===== config.mk =====
export PLATFORM = sky130hd
export DESIGN_NAME = wb_unit
export DESIGN_NICKNAME = d
export VERILOG_FILES = /design/src/rtl/wb_unit_pkg.sv /design/src/rtl/wb_load_align.sv /design/src/rtl/wb_unit.sv
export SDC_FILE = /design/constraint.sdc
export NUM_CORES = 1
export LEC_CHECK = 0
export CORE_MARGIN = 2
export CORE_UTILIZATION = 35
export DETAILED_ROUTE_END_ITERATION = 7
export PLACE_DENSITY = 0.7
export SLEW_MARGIN = 40
export SYNTH_ARGS = -nofsm -noshare
export SYNTH_HDL_FRONTEND = slang
export SYNTH_SLANG_ARGS = --single-unit

===== constraint.sdc =====
create_clock -name clk -period 2.1 [get_ports clk]
set_clock_uncertainty 0.2 [all_clocks]
set_input_delay 0.21 -clock clk [delete_from_list [all_inputs] [get_ports clk]]
set_output_delay 0.21 -clock clk [all_outputs]
set_load 0.005 [all_outputs]

===== src/rtl/wb_unit_pkg.sv =====
// ---------------------------------------------------------------------------
// wb_unit_pkg
//   Shared definitions for the write-back unit and its load aligner:
//   default widths, RISC-V load funct3 encodings, the write-back FSM state
//   type and a helper that classifies a load request as illegal/misaligned.
// ---------------------------------------------------------------------------
package wb_unit_pkg;

    localparam int XLEN_DEF        = 32;
    localparam int REG_ADDR_W_DEF  = 5;
    localparam int MEM_TIMEOUT_DEF = 15;

    // Load funct3 encodings
    localparam logic [2:0] F3_LB  = 3'b000;
    localparam logic [2:0] F3_LH  = 3'b001;
    localparam logic [2:0] F3_LW  = 3'b010;
    localparam logic [2:0] F3_LBU = 3'b100;
    localparam logic [2:0] F3_LHU = 3'b101;

    typedef enum logic [2:0] {
        ST_IDLE      = 3'd0,
        ST_LOAD_REQ  = 3'd1,
        ST_LOAD_WAIT = 3'd2,
        ST_WRITE     = 3'd3,
        ST_ERR       = 3'd4
    } wb_state_e;

    // True when the load can never be serviced: unknown width encoding, a
    // halfword on an odd address, or a word that is not 4-byte aligned.
    function automatic logic load_is_bad(input logic [2:0] funct3,
                                         input logic [1:0] addr_lo);
        logic bad;
        case (funct3)
            F3_LB, F3_LBU: bad = 1'b0;
            F3_LH, F3_LHU: bad = addr_lo[0];
            F3_LW:         bad = (addr_lo != 2'b00);
            default:       bad = 1'b1;
        endcase
        return bad;
    endfunction

endpackage


===== src/rtl/wb_load_align.sv =====
// ---------------------------------------------------------------------------
// wb_load_align
//   Combinational load data aligner. Picks the byte or halfword addressed by
//   addr_lo out of a read word and sign- or zero-extends it; words pass
//   through unchanged. Kept as its own block so the MEM stage can reuse it.
//
//   funct3   in  3     load type (bit 2 set = unsigned)
//   addr_lo  in  2     low address bits of the load
//   rdata    in  XLEN  raw word returned by data memory
//   data     out XLEN  aligned, extended load result
// ---------------------------------------------------------------------------
module wb_load_align
    import wb_unit_pkg::*;
#(
    parameter int XLEN = XLEN_DEF
) (
    input  logic [2:0]      funct3,
    input  logic [1:0]      addr_lo,
    input  logic [XLEN-1:0] rdata,
    output logic [XLEN-1:0] data
);

    logic [7:0]  byte_lane [4];
    logic [7:0]  sel_byte;
    logic [15:0] sel_half;
    logic        is_signed;

    genvar gi;
    generate
        for (gi = 0; gi < 4; gi++) begin : g_lane
            assign byte_lane[gi] = rdata[8*gi +: 8];
        end
    endgenerate

    assign sel_byte  = byte_lane[addr_lo];
    // Halfword alignment is already guaranteed upstream, so only bit 1 matters.
    assign sel_half  = addr_lo[1] ? rdata[31:16] : rdata[15:0];
    assign is_signed = ~funct3[2];

    always_comb begin
        data = rdata;
        case (funct3[1:0])
            2'b00:   data = {{(XLEN-8){is_signed & sel_byte[7]}}, sel_byte};
            2'b01:   data = {{(XLEN-16){is_signed & sel_half[15]}}, sel_half};
            default: data = rdata;
        endcase
    end

endmodule


===== src/rtl/wb_unit.sv =====
// ---------------------------------------------------------------------------
// wb_unit
//   Write-back unit: writer side of the register file. Accepts one retiring
//   instruction per handshake. ALU results are written the cycle after
//   accept; loads issue a one-cycle data-memory read strobe, wait (bounded)
//   for the response, align/extend it and then write. Writes to x0 are
//   suppressed. Illegal/misaligned loads and memory timeouts retire with an
//   error pulse and no write.
//
//   clk            in   rising-edge clock
//   rst            in   asynchronous, active-low reset
//   req_valid      in   retire request valid
//   req_ready      out  unit can accept a request (registered)
//   req_reg_write  in   instruction writes rd
//   req_is_load    in   instruction is a load
//   req_funct3     in   load type
//   req_rd         in   destination register
//   req_addr       in   load effective address
//   req_alu_result in   result for non-load instructions
//   dmem_rd_en     out  one-cycle read strobe
//   dmem_addr      out  word-aligned read address (stable while loading)
//   dmem_rvalid    in   read data valid
//   dmem_rdata     in   read data word
//   rf_we          out  register-file write enable
//   rf_waddr       out  register-file write index (0 when rf_we=0)
//   rf_wdata       out  register-file write data  (0 when rf_we=0)
//   wb_done        out  one-cycle pulse: request retired
//   wb_err         out  one-cycle pulse with wb_done on error
// ---------------------------------------------------------------------------
module wb_unit
    import wb_unit_pkg::*;
#(
    parameter int XLEN        = XLEN_DEF,
    parameter int REG_ADDR_W  = REG_ADDR_W_DEF,
    parameter int MEM_TIMEOUT = MEM_TIMEOUT_DEF
) (
    input  logic                  clk,
    input  logic                  rst,
    input  logic                  req_valid,
    output logic                  req_ready,
    input  logic                  req_reg_write,
    input  logic                  req_is_load,
    input  logic [2:0]            req_funct3,
    input  logic [REG_ADDR_W-1:0] req_rd,
    input  logic [XLEN-1:0]       req_addr,
    input  logic [XLEN-1:0]       req_alu_result,
    output logic                  dmem_rd_en,
    output logic [XLEN-1:0]       dmem_addr,
    input  logic                  dmem_rvalid,
    input  logic [XLEN-1:0]       dmem_rdata,
    output logic                  rf_we,
    output logic [REG_ADDR_W-1:0] rf_waddr,
    output logic [XLEN-1:0]       rf_wdata,
    output logic                  wb_done,
    output logic                  wb_err
);

    localparam int              CNT_W       = $clog2(MEM_TIMEOUT + 1);
    localparam logic [CNT_W-1:0] TIMEOUT_CNT = CNT_W'(MEM_TIMEOUT);

    wb_state_e             state_reg, state_next;
    logic                  ready_reg;
    logic [CNT_W-1:0]      cnt_reg, cnt_next;
    logic [REG_ADDR_W-1:0] rd_reg;
    logic                  reg_write_reg;
    logic [2:0]            funct3_reg;
    logic [XLEN-1:0]       addr_reg;
    logic [XLEN-1:0]       result_reg;

    logic                  handshake;
    logic                  load_capture;
    logic                  write_en;
    logic [XLEN-1:0]       aligned_data;

    // ready_reg is only ever set when the FSM is headed for IDLE, so the
    // state check is belt-and-braces against a stray ready.
    assign handshake = req_valid & ready_reg & (state_reg == ST_IDLE);
    assign req_ready = ready_reg;
    assign write_en  = reg_write_reg & (rd_reg != '0);

    wb_load_align #(
        .XLEN (XLEN)
    ) u_align (
        .funct3  (funct3_reg),
        .addr_lo (addr_reg[1:0]),
        .rdata   (dmem_rdata),
        .data    (aligned_data)
    );

    // ---------------- state and datapath registers ----------------
    always_ff @(posedge clk or negedge rst) begin
        if (!rst) begin
            state_reg     <= ST_IDLE;
            ready_reg     <= 1'b0;
            cnt_reg       <= '0;
            rd_reg        <= '0;
            reg_write_reg <= 1'b0;
            funct3_reg    <= 3'b000;
            addr_reg      <= '0;
            result_reg    <= '0;
        end else begin
            state_reg <= state_next;
            // Registered ready: low through reset, rises one edge after release.
            ready_reg <= (state_next == ST_IDLE);
            cnt_reg   <= cnt_next;
            if (handshake) begin
                rd_reg        <= req_rd;
                reg_write_reg <= req_reg_write;
                funct3_reg    <= req_funct3;
                addr_reg      <= req_addr;
                result_reg    <= req_alu_result;
            end else if (load_capture) begin
                result_reg    <= aligned_data;
            end
        end
    end

    // ---------------- next state and outputs ----------------
    always_comb begin
        state_next   = state_reg;
        cnt_next     = cnt_reg;
        load_capture = 1'b0;
        dmem_rd_en   = 1'b0;
        dmem_addr    = '0;
        rf_we        = 1'b0;
        rf_waddr     = '0;
        rf_wdata     = '0;
        wb_done      = 1'b0;
        wb_err       = 1'b0;

        case (state_reg)
            ST_IDLE: begin
                if (handshake) begin
                    if (!req_is_load)
                        state_next = ST_WRITE;
                    else if (load_is_bad(req_funct3, req_addr[1:0]))
                        state_next = ST_ERR;
                    else
                        state_next = ST_LOAD_REQ;
                end
            end

            ST_LOAD_REQ: begin
                dmem_rd_en = 1'b1;
                dmem_addr  = {addr_reg[XLEN-1:2], 2'b00};
                cnt_next   = '0;
                state_next = ST_LOAD_WAIT;
            end

            ST_LOAD_WAIT: begin
                dmem_addr = {addr_reg[XLEN-1:2], 2'b00};
                cnt_next  = cnt_reg + 1'b1;
                // Response wins even on the cycle the budget runs out.
                if (dmem_rvalid) begin
                    load_capture = 1'b1;
                    state_next   = ST_WRITE;
                end else if (cnt_next == TIMEOUT_CNT) begin
                    state_next   = ST_ERR;
                end
            end

            ST_WRITE: begin
                rf_we      = write_en;
                rf_waddr   = write_en ? rd_reg : '0;
                rf_wdata   = write_en ? result_reg : '0;
                wb_done    = 1'b1;
                state_next = ST_IDLE;
            end

            ST_ERR: begin
                wb_done    = 1'b1;
                wb_err     = 1'b1;
                state_next = ST_IDLE;
            end

            default: state_next = ST_IDLE;
        endcase
    end

endmodule


==> run metrics <==
CP max stage delay 0.53 ns; I/O pin total 184; final worst path period share 117%; sequential fraction of design power 25.1%; Routed Antenna Nets 0; CP max FO 5; share of Yosys cell area claimed by the top area cell type 44.5%; Switching Share 38.9%; Synth Flop Type dfrtp_1; vias 5,227; Psw 0.00448 W; Non-Filler Instances 982; Worst R2R Start state_reg[2]$_DFF_PN0_; core area 12,700 um2; Final Cell Area 8360 um2; setup violators final 124; most used cell, CP buf_6; Mapped Area 4550 um2; H-Tree Depth 3; Mapped Cells 553; port bufs 181; Sink Count 81; Post-synth EDFFs 0; worst setup path endpoint rf_wdata[14]; Die X-Extent 118 um; Reg2Reg Depth 12; Unique masters post-synth 51; FP Rows 41; violated checks negative setup slack; Relative slew margins 64.9%; Reg2Reg Capture Point addr_reg[16]$_DFFE_PN0N_; drt first pass iters 5; # DRC 0; unrepaired setup endpoints after global routing yes; pwr dens 1380 nW/um2; FF+latch count, synth 81; Hold/Removal Path Class input pin to flip-flop; clock root cell clkbuf_16; Total Nets Final 917; status complete, but fails checks; Fmax 408 MHz; Synth top cells by count nand2_1 (160), dfrtp_1 (81), nor2b_1 (40); P_int 0.00705 W; most frequent cell after synthesis nand2_1; Worst Tran Pin Value 0.526 ns; crit start category flip-flop; peak supply drop 0.000873 V; Ant. Diodes 0; clock buffer depth 2; CP Data Arrival Time 2.04 ns; placed insts 906; fin util 66.0%; synthesized area per cell 8.24 um2; fraction of layout cells with a size suffix above 1 37.9%; largest net degree at the start of global routing 50; worst reg-to-reg setup slack -0.12 ns; PnR worst setup slack -0.353 ns; Clock power frac 15.1%; Final HPWL DP 10,800 um; Reg clk slew, reported paths 0.06 ns; slowest CP cell or4_4; Total Negative Setup Slacks -15.79 ns; gp weighted congestion 0.899; worst skew pair latency 0.35 ns; Starting Density 35.9%; CP startpoint rd_reg[1]$_DFFE_PN0N_; Die H 118 um; area grow syn2layout 83.6%; CTS tree built; Lkg Pwr 3.88 nW; Syn. warnings 0; final hold vios 0; sequential area share after synthesis 44.5%; Routed WL 18,900 um; die area 13,900 um2; Tot GR Track Use 23.6%; final hold slack 0.190 ns; grt ovf 0; asr flop ratio synth 100%; total CTS buffers 9; CP cell instances or4_4 -> o21a_4 -> buf_16 -> buf_6 -> and2_4 -> buf_6; Max Cap Viol 0; synth top area cells dfrtp_1 (45%), nand2_1 (13%), nor2b_1 (5.5%); initial antenna violation count 0; combinational fraction of design power 59.8%; CP Capture Type output pin; Area after DPL 6800 um2; area leader, netlist dfrtp_1; crit path kind flip-flop to output pin; minimum clock period 2.45 ns; DR vias/cell 5.32; Initial DRC Count 489; Slew Viols, Final 0; first-pass GRT wire length 25,700 um; Critical Path RT 1.69 ns; routed wire length per instance 19.2 um; vias in the first global route 4,935
logic make-up (layout without fill, tap and decap cells):
kind of cell	Yosys count	after routing	share of synthesized area, %
AO/OA/AOI/OAI	113	113	15.9
adder cells (fa/ha/maj)	2	2	0.549
buffers and inverters	47	303	4.78
flip-flops	81	81	44.5
multiplexers	10	10	2.50
other	1	2	0.0823
AND/OR/NAND/NOR	299	299	31.6
worst min path at each step:
stage | from | to | slack, ns | cells after the start
floorplan | rst | addr_reg[0]$_DFFE_PN0N_ | -0.29 | 0
CTS | req_addr[9] | addr_reg[9]$_DFFE_PN0N_ | 0.18 | 3
finish | req_addr[9] | addr_reg[9]$_DFFE_PN0N_ | 0.19 | 3
global route | req_addr[12] | addr_reg[12]$_DFFE_PN0N_ | 0.20 | 3
detailed placement | rst | result_reg[28]$_DFFE_PN0P_ | 0.01 | 1
global placement | rst | result_reg[28]$_DFFE_PN0P_ | -0.002 | 1
critical path, delay by kind of cell (launching register included):
family | cells | cell delay, ns
AO/OA/AOI/OAI | 1 | 0.27
buffers and inverters | 3 | 0.38
flip-flops | 1 | 0.37
AND/OR/NAND/NOR | 2 | 0.68
area by class of cell:
type / instances / area (um2)
Clock buffer: 12 / 246
Clock inverter: 4 / 73.8
Fill cell: 1010 / 4310
Inverter: 3 / 11.3
Multi-Input combinational cell: 426 / 2910
Sequential cell: 81 / 2030
Tap cell: 172 / 215
Timing Repair Buffer: 284 / 2880
cells in the final DEF (no fill, tap or decap), types with 3 or more instances in the layout:
cell type / instances
a221oi_1: 8
a31oi_1: 17
and2_1: 20
and2_4: 17
buf_12: 12
buf_16: 4
buf_2: 31
buf_4: 44
buf_6: 36
buf_8: 6
clkbuf_16: 20
clkbuf_2: 26
clkdlybuf4s50_1: 109
dfrtp_1: 77
dfrtp_2: 4
inv_1: 3
mux2i_1: 8
nand2_1: 126
nand2_2: 23
nand2_4: 11
nor2_1: 9
nor2_2: 9
nor2_4: 9
nor2b_1: 28
nor2b_4: 12
nor3_1: 5
nor3_2: 3
nor3b_1: 5
nor3b_4: 4
o21ai_0: 17
o21ai_1: 28
o21ai_2: 8
o22ai_1: 9
o41ai_2: 4
or3b_1: 3
what timing repair did:
action / CTS / global route
hold buffers: 1 / 0
buffers inserted: 23 / 22
pin swaps: 15 / 57
endpoints found under the hold margin: 32 / 0
gates cloned: 7 / 15
resized for setup: 293 / 166
endpoints found under the setup margin: 77 / 142
per-layer routing:
metal,wire length (um),GRT usage (%)
met4,749,10.0
met2,9260,39.3
met1,7300,28.8
met5,0,0
met3,1560,6.25
power by group through the flow:
| stage | clock, W | combinational (W) | sequential (W) |
|---|---|---|---|
| 4_1_cts | 0.00177 | 0.00565 | 0.00279 |
| 3_3_place_gp | 0 | 0.00453 | 0.00273 |
| 6_report | 0.00175 | 0.00689 | 0.00289 |
| 2_1_floorplan | 0 | 0.00269 | 0.00261 |
| 3_5_place_dp | 0 | 0.00463 | 0.00276 |
| 5_1_grt | 0.00184 | 0.00734 | 0.00298 |
per-stage QoR:
| step | total power, W | setup WS, ns |
|---|---|---|
| floorplan | 0.00530 | 0.154 |
| global placement | 0.00726 | -0.152 |
| detailed placement | 0.00739 | -0.151 |
| CTS | 0.0102 | -0.382 |
| global route | 0.0121 | -0.389 |
| finish | 0.0115 | -0.353 |
(Power assumes the default switching activity.)
